## src/rtl/write_line_len_sum.sv

```systemverilog
// write_line_len_sum
//
// Write-side burst-length scheduler for the VDMA write path. At each fsync it
// computes how many AXI words make up one segment (the whole frame in ONCE
// mode, one line in LINE mode). It then issues each segment as a run of
// NOR_BURST_LEN bursts followed by one short tail burst. A burst is requested
// only once the input FIFO holds enough words for it. A one-cycle frame_done
// pulse follows the completion of the last burst of the frame.
//
// Parameters:
//   NOR_BURST_LEN  normal burst length in AXI words (< 2**LSIZE)
//   MODE           "ONCE" = whole frame is one segment, "LINE" = one per line
//   AXI_DSIZE      AXI data width in bits (power of two, >= 2)
//   DSIZE          pixel width in bits
//   LSIZE          width of burst_len
//
// Ports:
//   clock        sole clock
//   rst_n        asynchronous active-low reset
//   vactive      active lines per frame, sampled at fsync
//   hactive      active pixels per line, sampled at fsync
//   fsync        one-cycle frame start pulse; aborts any frame in progress
//   fifo_count   AXI words available in the input FIFO
//   burst_ack    master accepted the current request
//   burst_done   one-cycle pulse on the last written beat of the burst
//   burst_req    burst request level
//   burst_len    words in the requested burst, stable while burst_req=1
//   tail_status  current burst (REQ/DONE) is shorter than NOR_BURST_LEN
//   frame_done   one-cycle pulse once every burst of the frame completed
//   overrun      sticky flag: fsync arrived mid-frame
//
// Optional feature: define WRITE_LEN_SUM_OVERRUN_EN to enable the sticky
// overrun flag. When the macro is not defined, overrun is tied to 0.

module write_line_len_sum #(
  parameter int    NOR_BURST_LEN = 200,
  parameter string MODE          = "ONCE",
  parameter int    AXI_DSIZE     = 256,
  parameter int    DSIZE         = 24,
  parameter int    LSIZE         = 9
) (
  input  logic             clock,
  input  logic             rst_n,
  input  logic [15:0]      vactive,
  input  logic [15:0]      hactive,
  input  logic             fsync,
  input  logic [LSIZE:0]   fifo_count,
  input  logic             burst_ack,
  input  logic             burst_done,
  output logic             burst_req,
  output logic [LSIZE-1:0] burst_len,
  output logic             tail_status,
  output logic             frame_done,
  output logic             overrun
);

  localparam int             SHIFT   = $clog2(AXI_DSIZE);
  // 40 significant bits remain after the divide-by-shift.
  localparam int             PW      = 40 + SHIFT;
  localparam bit             IS_LINE = (MODE == "LINE");
  localparam logic [LSIZE-1:0] NOR_LEN = LSIZE'(NOR_BURST_LEN);
  localparam logic [31:0]    NOR32   = 32'(NOR_BURST_LEN);

  typedef enum logic [2:0] {
    S_IDLE,
    S_CALC1,
    S_CALC2,
    S_WAIT,
    S_REQ,
    S_DONE,
    S_END
  } state_t;

  state_t           state_reg;
  logic [15:0]      vactive_reg;
  logic [15:0]      hactive_reg;
  logic [PW-1:0]    prod_reg;
  logic [31:0]      seg_words_reg;
  logic [31:0]      remaining_reg;
  logic [15:0]      lines_left_reg;
  logic [LSIZE-1:0] cur_len_reg;
  logic             burst_req_reg;
  logic [LSIZE-1:0] burst_len_reg;
  logic             tail_status_reg;
  logic             frame_done_reg;

  logic [31:0] bits_w;
  logic [39:0] quot_w;
  logic [31:0] seg_w;
  logic [15:0] lines_init_w;
  logic [31:0] rem_sub_w;

  // Length of the next burst: a full burst, or whatever is left of the segment.
  function automatic logic [LSIZE-1:0] min_len(input logic [31:0] r);
    return (r < NOR32) ? r[LSIZE-1:0] : NOR_LEN;
  endfunction

  always_comb begin
    bits_w       = IS_LINE ? {16'd0, hactive_reg}
                           : 32'(vactive_reg) * 32'(hactive_reg);
    // Round up: add one word when any bit is shifted out.
    quot_w       = prod_reg[PW-1:SHIFT] + {39'd0, |prod_reg[SHIFT-1:0]};
    // seg_words is held in 32 bits; saturate rather than wrap.
    seg_w        = (|quot_w[39:32]) ? 32'hFFFF_FFFF : quot_w[31:0];
    lines_init_w = IS_LINE ? vactive_reg : 16'd1;
    rem_sub_w    = remaining_reg - 32'(cur_len_reg);
  end

  always_ff @(posedge clock or negedge rst_n) begin
    if (!rst_n) begin
      state_reg       <= S_IDLE;
      vactive_reg     <= '0;
      hactive_reg     <= '0;
      prod_reg        <= '0;
      seg_words_reg   <= '0;
      remaining_reg   <= '0;
      lines_left_reg  <= '0;
      cur_len_reg     <= '0;
      burst_req_reg   <= 1'b0;
      burst_len_reg   <= '0;
      tail_status_reg <= 1'b0;
      frame_done_reg  <= 1'b0;
    end else begin
      frame_done_reg <= 1'b0;
      if (fsync) begin
        // A new frame always restarts the calculation, whatever the state;
        // it takes priority over a same-cycle ack or done.
        vactive_reg     <= vactive;
        hactive_reg     <= hactive;
        burst_req_reg   <= 1'b0;
        tail_status_reg <= 1'b0;
        state_reg       <= S_CALC1;
      end else begin
        case (state_reg)
          S_IDLE: begin
            state_reg <= S_IDLE;
          end
          S_CALC1: begin
            prod_reg  <= PW'(bits_w) * PW'(DSIZE);
            state_reg <= S_CALC2;
          end
          S_CALC2: begin
            seg_words_reg  <= seg_w;
            remaining_reg  <= seg_w;
            lines_left_reg <= lines_init_w;
            cur_len_reg    <= min_len(seg_w);
            if (seg_w == 32'd0 || lines_init_w == 16'd0) begin
              frame_done_reg <= 1'b1;
              state_reg      <= S_END;
            end else begin
              state_reg <= S_WAIT;
            end
          end
          S_WAIT: begin
            if (fifo_count >= {1'b0, cur_len_reg}) begin
              burst_req_reg   <= 1'b1;
              burst_len_reg   <= cur_len_reg;
              tail_status_reg <= (cur_len_reg < NOR_LEN);
              state_reg       <= S_REQ;
            end
          end
          S_REQ: begin
            if (burst_ack) begin
              burst_req_reg <= 1'b0;
              state_reg     <= S_DONE;
            end
          end
          S_DONE: begin
            if (burst_done) begin
              tail_status_reg <= 1'b0;
              if (rem_sub_w == 32'd0) begin
                if (lines_left_reg > 16'd1) begin
                  // Next line: reload the full segment.
                  lines_left_reg <= lines_left_reg - 16'd1;
                  remaining_reg  <= seg_words_reg;
                  cur_len_reg    <= min_len(seg_words_reg);
                  state_reg      <= S_WAIT;
                end else begin
                  remaining_reg  <= 32'd0;
                  frame_done_reg <= 1'b1;
                  state_reg      <= S_END;
                end
              end else begin
                remaining_reg <= rem_sub_w;
                cur_len_reg   <= min_len(rem_sub_w);
                state_reg     <= S_WAIT;
              end
            end
          end
          S_END: begin
            state_reg <= S_IDLE;
          end
          default: begin
            state_reg <= S_IDLE;
          end
        endcase
      end
    end
  end

`ifdef WRITE_LEN_SUM_OVERRUN_EN
  logic overrun_reg;

  // END counts as idle: the frame has completed, so a new fsync is on time.
  always_ff @(posedge clock or negedge rst_n) begin
    if (!rst_n) begin
      overrun_reg <= 1'b0;
    end else if (fsync && state_reg != S_IDLE && state_reg != S_END) begin
      overrun_reg <= 1'b1;
    end
  end

  assign overrun = overrun_reg;
`else
  assign overrun = 1'b0;
`endif

  assign burst_req   = burst_req_reg;
  assign burst_len   = burst_len_reg;
  assign tail_status = tail_status_reg;
  assign frame_done  = frame_done_reg;

endmodule

```

## config.mk

```make
export PLATFORM = sky130hd
export DESIGN_NAME = write_line_len_sum
export DESIGN_NICKNAME = d
export VERILOG_FILES = /design/src/rtl/write_line_len_sum.sv
export SDC_FILE = /design/constraint.sdc
export NUM_CORES = 1
export LEC_CHECK = 0
export CORE_MARGIN = 4
export CORE_UTILIZATION = 55
export CTS_BUF_LIST = sky130_fd_sc_hd__clkbuf_4
export DETAILED_ROUTE_END_ITERATION = 8
export PLACE_DENSITY = 0.75
export SETUP_SLACK_MARGIN = 0.15
export SYNTH_ARGS = -nofsm -noshare
export SYNTH_HDL_FRONTEND = slang
export SYNTH_SLANG_ARGS = --single-unit
```

## constraint.sdc

```tcl
create_clock -name clock -period 8.7 [get_ports clock]
set_input_delay 2.61 -clock clock [delete_from_list [all_inputs] [get_ports clock]]
set_output_delay 2.61 -clock clock [all_outputs]
set_load 0.02 [all_outputs]
```

After elaboration in Yosys (flattened, before gate mapping)
Cells that the tools add are included.
Word-level totals
  register bits: 170
  input port bits: 47
  output and inout port bits: 13
  logic and storage cells: 90
Cells by class
  reductions and logical operators: 16
  $lt $le $gt $ge: 6
  bitwise gates (word level): 1
  muxes and demuxes: 38
  $add $sub $neg: 3
  $mul: 2
  equal/unequal tests: 12
Operator list (count)
  2-to-1 mux 32 bit: 4
  less-than comparator 32 x 8 -> 1 bit (second input constant): 3
  logical NOT 32 bit: 2
  one-hot mux 32 bit (2 select lines): 1
  2-to-1 mux 9 bit: 6
  2-to-1 mux 16 bit: 3
  multiplier 32 x 2 -> 34 bit (second input constant): 1
  multiplier 16 x 16 -> 32 bit: 1
  one-hot mux 16 bit (2 select lines): 1
  subtractor 32 x 9 -> 32 bit: 1
  adder 29 x 1 -> 30 bit: 1
  2-to-1 mux 3 bit: 7
  one-hot mux 9 bit (2 select lines): 1
  greater-than comparator 16 x 1 -> 1 bit (second input constant): 1
  subtractor 16 x 1 -> 16 bit (second input constant): 1
  one-hot mux 3 bit (5 select lines): 1
  AND reduction 3 bit: 5
  inequality test 3 bit (second input constant): 4
  2-to-1 mux 1 bit: 11
  greater-or-equal comparator 10 x 9 -> 1 bit: 1
  less-than comparator 9 x 8 -> 1 bit (second input constant): 1
  OR reduction 8 bit (first input constant): 1
  == test 3 x 2 -> 1 bit (second input constant): 2
  == test 3 bit (second input constant): 2
  other kinds (10): 16

Logic depth before layout (Yosys ltp)
  depth in word-level cells: 7
  depth in mapped cells: 37
  depth with buffers taken out: 35

Worst setup path after synthesis
OpenSTA, ideal clock, no wires.
  path type: flip-flop to flip-flop
  start: register hactive_reg[9]
  end: register prod_reg[34]
  data required time: 8567 ps
  data arrival time: 8305 ps
  stages on the path, launching flop included: 37
  path buffers: 2
  period minus slack after synthesis: 8438 ps
  setup time: 133 ps
  setup slack: 262 ps
  path through: dfrtp_1 clkbuf_1 clkbuf_1 nand2_1 fa_1 inv_1 fa_1 inv_1 fa_1 inv_1 fa_1 fa_1 inv_1 fa_1 inv_1 ha_1 nand4_1 nor2_1 a32o_1 or3_1 and3_1 o21ai_0 nand2b_1 a21oi_1 xnor2_1 ha_1 and3_1 and2_1 nand3_1 a211oi_1 o221ai_1 a32oi_1 a211o_1 a41oi_1 o41ai_1 xnor2_1 o21ai_0
Between the ends
  longest elaborated chain between the ends: 2
Ends and longest elaborated chain
  start: declaration: RTL line 76  | logic [15:0] hactive_reg;
  start signal: assignment: RTL line 129  | hactive_reg <= hactive;
  multiplier 16 x 16 -> 32 bit: RTL line 100  | : 32'(vactive_reg) * 32'(hactive_reg);
  multiplier 32 x 2 -> 34 bit: RTL line 139  | prod_reg <= PW'(bits_w) * PW'(DSIZE);
  end signal: assignment: RTL line 139
  end: declaration: RTL line 77  | logic [PW-1:0] prod_reg;
Every way passes these cells.
A chain may end at the register's enable or synchronous reset.

Worst setup path after layout
  start: register vactive_reg[5]
  end: register prod_reg[34]
Between the ends
  longest elaborated chain between the ends: 2
Ends and longest elaborated chain
  start: declaration: RTL line 75  | logic [15:0] vactive_reg;
  start signal: assignment: RTL line 128  | vactive_reg <= vactive;
  multiplier 16 x 16 -> 32 bit: RTL line 100
  multiplier 32 x 2 -> 34 bit: RTL line 139
Every way passes these cells.

==> flow_summary.yaml <==
outcome:
  status: "complete, no violations"
synthesis:
  synth.avg_cell_area_um2: 8.72
  seq_area_frac_synth: 0.214
  synthesis.nets: 2652
  yosysWarningCount: 0
  async_flop_share: 1.00
  synthCells: 2251
  synth_seq_cells: 168
  synth_edf_count: 0
  synth.cell_area_um2: 19600
  yosysUniqueCellTypes: 78
  synth_ff_type: "dfrtp_1"
clock_tree:
  clk_root_buffer_cell: "clkbuf_4"
  postCtsHoldBufs: 0
  cts.sinks: 168
  cts.clk_slew.worst_paths_ns: 0.17
  clock_latency_ns: 0.64
  htree_num_levels: 4
  tritoncts: "built"
  cts_buffers: 17
  cts_buffer_depth: 2
setup_path:
  crit_buf_inv: 4
  slowest_stage: "fa_1"
  crit_path_frequent_cell: "fa_1"
  worst_ep_arrival_time_ns: 8.80
  critPathMaxFanout: 4
  reg2regPathDepth: 33
  crit_path_max_incr_delay_ns: 0.55
  worst_ep_required_time_ns: 9.20
  end_kind: "register"
  critical_path_cell_count: 33
  crit_family: "adder cells"
  cp-start-kind: "register"
  crit_type: "register to register"
sta:
  post-route-period-util: 0.954
  worst_slew_pin_slew_ns: 1.23
  hold-worst-slack_ns: 0.509
  skew_ns: 0.0508
  max_slew_margin: 0.171
  setup_viol: 0
  rsz0062_at_grt: "true"
  final-hold-violation-count: 0
  fmax_mhz: 120
  final_max_slew_viol_count: 0
  fin_crit_ns: 8.30
floorplanning:
  start_util: 0.563
  num_rows: 68
  die_area_um2: 38800
  die-height_um: 197
  coreArea_um2: 34900
  io_pins: 60
  die_w_um: 197
grt:
  grt_max_degree: 67
  grt_pass1_vias: 16366
  antenna_found_initial: 2
  grt_remaining_overflow: 0
  track_usage: 0.253
  grt_first_pass_wirelength_um: 81800
detailed_routing:
  first_iter_violations: 1412
  first_pass_iters: 7
  routed_wl_um: 48700
  postRouteAntennaNets: 0
  num_vias: 16473
  viasPerCell: 5.91
  wl_per_cell_um: 17.5
  drc: 0
job:
  cap_violations: 0
final_layout:
  largest_reg_flops: 34
  fin_cells: 2786
  fin_nets: 2717
  syn_to_final_growth_pct: 9.86
  drive_above_1_share: 0.0966
  final_common_cell: "nand2_1"
  utilization: 0.618
  final_cell_mix: "nand2_1, inv_1, fa_1"
place:
  dp_hpwl_um: 37700
  finalWeightedCongestion: 0.889
  io_buffers: 58
  placedCellCount: 2739
hold_path:
  hold_class: "register to register"
  hold_depth: 2
==> cells in the mapped netlist, types with 6 or more instances <==
cell type	count	area [um2]
inv_1	286	1070
nor4_1	27	169
o211ai_1	11	82.6
dfrtp_1	168	4200
nand4_1	22	138
and2_1	127	795
a21o_1	33	248
buf_1	6	22.5
a211oi_1	22	165
buf_2	6	30.0
o2bb2ai_1	6	52.6
a31oi_1	18	113
nand2b_1	21	131
ha_1	158	1980
and3_1	21	131
or3_1	20	125
clkbuf_1	77	289
o41ai_1	7	61.3
fa_1	196	3920
mux2i_1	9	90.1
and4_1	9	78.8
nor2b_1	8	50.1
mux2_2	51	574
nand3_1	50	250
o21a_1	19	143
o22ai_1	7	43.8
xor2_1	49	429
or2_2	10	62.6
or4_1	6	45.0
o31a_1	7	61.3
a22o_1	12	105
nor3_1	36	180
a211o_1	6	52.6
o31ai_1	6	45.0
nor2_1	119	447
a21oi_1	101	505
o21ai_0	89	445
xnor2_1	58	508
nand2_1	292	1100
==> area by class of cell <==
cell class / instances / area, um2
Sequential cell: 168 / 4210
Inverter: 286 / 1070
Clock buffer: 17 / 128
Multi-Input combinational cell: 1707 / 14200
Antenna cell: 2 / 5.00
Timing Repair Buffer: 136 / 1190
Clock inverter: 15 / 184
Tap cell: 455 / 569
Fill cell: 2962 / 13300
==> worst min-delay path, delay by kind of cell (launching register included) <==
family	cells	cell delay (ns)
flip-flops	1	0.38
AO/OA/AOI/OAI	1	0.06
AND/OR/NAND/NOR	1	0.05
==> repair_timing <==
| action | 4_1_cts | 5_1_grt |
|---|---|---|
| pin swaps | 2 | 15 |
| gates resized for setup | 11 | 37 |
| setup buffers | 4 | 9 |
| endpoints found under the setup margin | 2 | 4 |
==> metal layers <==
layer,vias up,wire length (um),track usage
met5,-,0,0
met4,0,759,0.0521
met3,60,2360,0.0284
met2,492,23200,0.408
met1,8249,22300,0.372
li1,7672,-,-
==> path summary, 6_finish.rpt <==
path                                   from            endpoint  slack (ns)
setup / recovery             vactive_reg[5]        prod_reg[34]        0.40
hold / removal             remaining_reg[6]    remaining_reg[6]        0.51
setup reg to reg             vactive_reg[5]        prod_reg[34]        0.40
hold reg to reg            remaining_reg[6]    remaining_reg[6]        0.51
max in group asynchronous             rst_n   remaining_reg[17]        5.52
min in group asynchronous             rst_n  lines_left_reg[13]        1.94
==> per-stage QoR <==
step                      setup TNS [ns]  worst slack [ns]  area [um2]
after floorplan                        0             0.262       19600
after global placement                 0             0.191       20900
after detailed placement          -0.111           -0.0764       20900
after CTS                              0             0.173       21300
after global routing                   0            0.0162       21600
final                                  0             0.401       21600
==> cells by family (layout without fill, tap and decap cells) <==
family | count (synthesis) | in the layout | share of synthesized area
and+or+nand+nor | 786 | 786 | 0.197
AOI/OAI and AO/OA | 398 | 398 | 0.132
buffers and inverters | 376 | 454 | 0.0725
adders and majority gates | 354 | 354 | 0.301
DFF | 168 | 168 | 0.214
xor gates and xnor gates | 108 | 108 | 0.0489
muxes | 60 | 60 | 0.0339
other | 1 | 3 | 0.000191
Power is not shown: default switching activity piles up to over one toggle a cycle in this logic, so the estimate is an artifact.
